## src/rtl/reg_file_param.sv

```systemverilog
// reg_file_param: parameterised register file, one write port and NRD
// registered read ports sharing a common read enable.
//
// Ports:
//   clk      rising-edge clock for all state
//   rst      asynchronous active-high reset (clears storage, flags, outputs)
//   wr_en    write request; wr_addr / wr_data give target entry and value
//   rd_en    read enable common to all read ports
//   rd_addr  NRD packed read indices, port i at [i*ADDR_W +: ADDR_W]
//   rd_data  NRD packed registered read values, port i at [i*DATA_W +: DATA_W]
//   rd_init  per port: the returned entry has been written since reset
module reg_file_param #(
    parameter int unsigned DATA_W   = 32,
    parameter int unsigned ADDR_W   = 5,
    parameter int unsigned NRD      = 2,
    parameter int unsigned ZERO_REG = 1,
    parameter int unsigned BYPASS   = 1
) (
    input  logic                     clk,
    input  logic                     rst,
    input  logic                     wr_en,
    input  logic [ADDR_W-1:0]        wr_addr,
    input  logic [DATA_W-1:0]        wr_data,
    input  logic                     rd_en,
    input  logic [NRD*ADDR_W-1:0]    rd_addr,
    output logic [NRD*DATA_W-1:0]    rd_data,
    output logic [NRD-1:0]           rd_init
);

    localparam int unsigned DEPTH = 2 ** ADDR_W;

    logic [DATA_W-1:0]     mem_q [DEPTH];
    logic [DATA_W-1:0]     mem_d [DEPTH];
    logic [DEPTH-1:0]      flag_q, flag_d;
    logic [NRD*DATA_W-1:0] rd_data_q, rd_data_d;
    logic [NRD-1:0]        rd_init_q, rd_init_d;
    logic                  wr_accept_c;
    logic [ADDR_W-1:0]     ra;

    // Writes to entry 0 are dropped when it is hardwired to zero.
    assign wr_accept_c = wr_en && !((ZERO_REG != 32'd0) && (wr_addr == '0));

    // Storage update.
    always_comb begin
        mem_d  = mem_q;
        flag_d = flag_q;
        if (wr_accept_c) begin
            mem_d[wr_addr]  = wr_data;
            flag_d[wr_addr] = 1'b1;
        end
    end

    // Read ports: hold when disabled; zero entry wins, then same-edge forwarding.
    always_comb begin
        rd_data_d = rd_data_q;
        rd_init_d = rd_init_q;
        ra        = '0;
        if (rd_en) begin
            for (int unsigned i = 0; i < NRD; i++) begin
                ra = rd_addr[i*ADDR_W +: ADDR_W];
                if ((ZERO_REG != 32'd0) && (ra == '0)) begin
                    rd_data_d[i*DATA_W +: DATA_W] = '0;
                    rd_init_d[i]                  = 1'b1;
                end else if ((BYPASS != 32'd0) && wr_accept_c && (wr_addr == ra)) begin
                    rd_data_d[i*DATA_W +: DATA_W] = wr_data;
                    rd_init_d[i]                  = 1'b1;
                end else begin
                    rd_data_d[i*DATA_W +: DATA_W] = mem_q[ra];
                    rd_init_d[i]                  = flag_q[ra];
                end
            end
        end
    end

    always_ff @(posedge clk or posedge rst) begin
        if (rst) begin
            for (int unsigned k = 0; k < DEPTH; k++) begin
                mem_q[k] <= '0;
            end
            flag_q    <= '0;
            rd_data_q <= '0;
            rd_init_q <= '0;
        end else begin
            mem_q     <= mem_d;
            flag_q    <= flag_d;
            rd_data_q <= rd_data_d;
            rd_init_q <= rd_init_d;
        end
    end

    assign rd_data = rd_data_q;
    assign rd_init = rd_init_q;

endmodule

```

## config.mk

```make
export PLATFORM = sky130hd
export DESIGN_NAME = reg_file_param
export DESIGN_NICKNAME = d
export VERILOG_FILES = /design/src/rtl/reg_file_param.sv
export SDC_FILE = /design/constraint.sdc
export NUM_CORES = 2
export LEC_CHECK = 0
export CELL_PAD_IN_SITES_DETAIL_PLACEMENT = 1
export CELL_PAD_IN_SITES_GLOBAL_PLACEMENT = 1
export CORE_MARGIN = 1
export CORE_UTILIZATION = 30
export CTS_BUF_LIST = sky130_fd_sc_hd__clkbuf_8
export DETAILED_ROUTE_END_ITERATION = 8
export GPL_ROUTABILITY_DRIVEN = 0
export PLACE_DENSITY_LB_ADDON = 0.1
export SLEW_MARGIN = 20
export SYNTH_ARGS = -nofsm -noshare
export SYNTH_HDL_FRONTEND = slang
export SYNTH_SLANG_ARGS = --single-unit
```

## constraint.sdc

```tcl
create_clock -name clk -period 109.5 [get_ports clk]
set_clock_uncertainty 0.2 [all_clocks]
set_input_delay 10.95 -clock clk [delete_from_list [all_inputs] [get_ports clk]]
set_output_delay 10.95 -clock clk [all_outputs]
set_load 0.03 [all_outputs]
```

==> impl_metrics.json <==
{
  "status": "completed",
  "cts_hold_buf": 0,
  "r2r-end": "rd_data[55]$_DFFE_PP0P_",
  "synth_top_cell_area_share_pct": 48.34,
  "grt_pass1_vias": 39150,
  "grt_overflow_total": 0,
  "synth-edff-count": 0,
  "finalWorstSetupSlack_ns": 94.44,
  "synth_area_leaders": "dfrtp_1 48%, mux4_2 23%, mux2_2 19%",
  "die_h_um": 442.0,
  "ant_nets": 0,
  "clock_sinks": 1122,
  "vias_per_cell": 5.543,
  "min_period_ns": 15.06,
  "crit_fanout": 125,
  "ys_types": 37,
  "endpoint": "mem_q[598]$_DFFE_PP0P_",
  "postSynthCellCount": 3651,
  "timing.final.max_slew_violations": 0,
  "clk_latency_ns": 0.96,
  "arrival_ns": 15.84,
  "synth-simple-area-share_pct": 2.314,
  "num_rows": 161,
  "multi_input_area_um2": 28450,
  "worstPathBufferInverterCount": 7,
  "wl_per_cell_um": 32.73,
  "fmax_ghz": 0.06642,
  "htree_levels": 4,
  "crit_start": "rst",
  "drt-total-wl_mm": 208.5,
  "die-area_um2": 195400,
  "period_share_pct": 13.75,
  "synth_common_cells": "1122 x dfrtp_1, 992 x mux2_2, 586 x mux4_2, 259 x clkbuf_1, 134 x nor2b_1",
  "synth_area_um2": 58080,
  "num_vias": 35310,
  "syn_nets": 3702,
  "path_clk_slew_ns": 0.05,
  "holdWs_ns": 0.1929,
  "place_ws_ns": 93.16,
  "powerDensity_nw_per_um2": 18.79,
  "synthXorXnorAreaFrac_pct": 0.1508,
  "cpPeakStageDelay_ns": 0.81,
  "start_kind": "primary input",
  "cts-buffers-inserted": 213,
  "drc": 0,
  "r2r_slack_ns": 107.13,
  "synth.most_common_cell": "dfrtp_1",
  "antenna_found_initial": 4,
  "drt_first_pass_iters": 5,
  "p_leak_uw": 0.02817,
  "synth_top_family_by_area": "multiplexers",
  "rsz0062_at_grt": "false",
  "grt_usage_pct": 21.62,
  "io_pins": 117,
  "synthArstFlopShare_pct": 100.0,
  "critPathRequiredTime_ns": 110.28,
  "ys_ff_latch": 1122,
  "cp.depth": 7,
  "initial_core_util_pct": 30.19,
  "nets": 3717,
  "grt_max_degree": 138,
  "tns_ns": 0,
  "path_cells": "clkdlybuf4s50_1 > inv_8 > buf_12 > buf_4 > buf_4 > buf_4 > buf_4",
  "synth_seq_area_share_pct": 48.34,
  "cts_tree": "done",
  "worstHoldPathType": "register to register",
  "drv_cap": 0,
  "cpMostUsedCell": "buf_4",
  "post-dp-hpwl_mm": 114.9,
  "core_um2": 192400,
  "crit_type": "primary input to asynchronous set/reset pin",
  "hold_viol": 0,
  "end_kind": "asynchronous set/reset pin",
  "cp_slowest_cell": "buf_4",
  "die_w_um": 442.0,
  "yosys_warnings": 0,
  "avgSynthCellArea_um2": 15.91,
  "drt_first_iter_violations": 1903,
  "setup_viol": 0,
  "numPortBuffers": 116,
  "synth_ff_type": "dfrtp_1",
  "post_cts_buffers": 0,
  "slew_headroom_pct": 24.11,
  "reg2reg_from": "mem_q[23]$_DFFE_PP0P_",
  "synth_area_leader_cell": "dfrtp_1",
  "drive_gt1_share_pct": 54.27,
  "nFillCells": 19390,
  "synthAdderAreaFrac_pct": 0,
  "final-seq-area_um2": 28080,
  "cts_resized": 0,
  "synthToLayoutAreaGrowth_pct": 14.11,
  "synth-compound-area-share_pct": 3.640,
  "grt_pass1_wl_mm": 304.6,
  "vdd_ir_drop_max_mv": 0.008157,
  "worst_slew_pin_slew_ns": 1.138,
  "p_total_uw": 1245,
  "muxShareOfSynthArea_pct": 42.36,
  "cts_buffer_depth": 3,
  "root_buffer": "clkbuf_8",
  "reg2reg_depth": 4,
  "path_delay_family": "buffers and inverters"
}
[metal layers]
layer,up-vias,share of wire (%),GRT usage (%)
met5,-,0,0
met4,0,2.7,6.493
met3,335,2.9,2.998
met2,637,50,36.62
met1,20030,44,28.68
li1,14310,-,-
[report_power, final]
group / switching (µW) / internal [µW] / total [µW]
clock network: 194 / 241 / 435
registers: 59.1 / 495 / 555
logic: 101 / 154 / 256
total: 355 / 891 / 1250
[state kept, by name (all words and copies together), names as in the netlist]
name     flops
rd_init      2
flag_q      32
mem_q     1024
rd_data     64
[layout make-up]
type,instances,area share (%)
antenna,4,0.01510
clock buffer,286,5.939
clock inverter,103,0.8438
inverter,3,0.02832
multi-input combinational,2103,42.92
sequential,1122,42.36
tap,2526,4.768
timing repair buffer,223,3.128
[per-stage QoR]
step           cells  cell area [µm²]  utilization [%]
6_report        6370            66280            34.45
4_1_cts         6366            66270            34.45
5_1_grt         6368            66280            34.45
3_3_place_gp    5973            61710            32.08
2_1_floorplan   3651            58080                -
3_5_place_dp    5977            61780            32.11
[cells in the final DEF, fill, tap and decap left out, types with 18 or more instances in the layout]
cell	Yosys	layout
mux2_2	992	992
buf_4	17	101
dfrtp_1	1122	1122
a22oi_1	128	128
clkinv_2	0	19
nor2_4	0	18
clkdlybuf4s50_1	0	97
a2111o_1	64	64
or2_2	18	18
mux4_2	586	586
nor2b_1	134	130
a21oi_1	66	66
clkbuf_8	0	286
inv_1	3	74
[kinds of logic after synthesis]
group / count (synthesis)
flops: 1122
compound gates: 272
simple gates: 229
buf+inv: 426
xor+xnor: 10
mux: 1592
[worst min path at each step]
stage	start	endpoint	cells after the start
3_5_place_dp	mem_q[996]$_DFFE_PP0P_	mem_q[996]$_DFFE_PP0P_	0
6_report	mem_q[1017]$_DFFE_PP0P_	mem_q[1017]$_DFFE_PP0P_	0
3_3_place_gp	mem_q[1012]$_DFFE_PP0P_	mem_q[1012]$_DFFE_PP0P_	0
5_1_grt	mem_q[997]$_DFFE_PP0P_	mem_q[997]$_DFFE_PP0P_	0
4_1_cts	mem_q[1017]$_DFFE_PP0P_	mem_q[1017]$_DFFE_PP0P_	0
2_1_floorplan	flag_q[0]$_DFFE_PP0N_	flag_q[0]$_DFFE_PP0N_	1
Power figures use the tool's default switching activity.
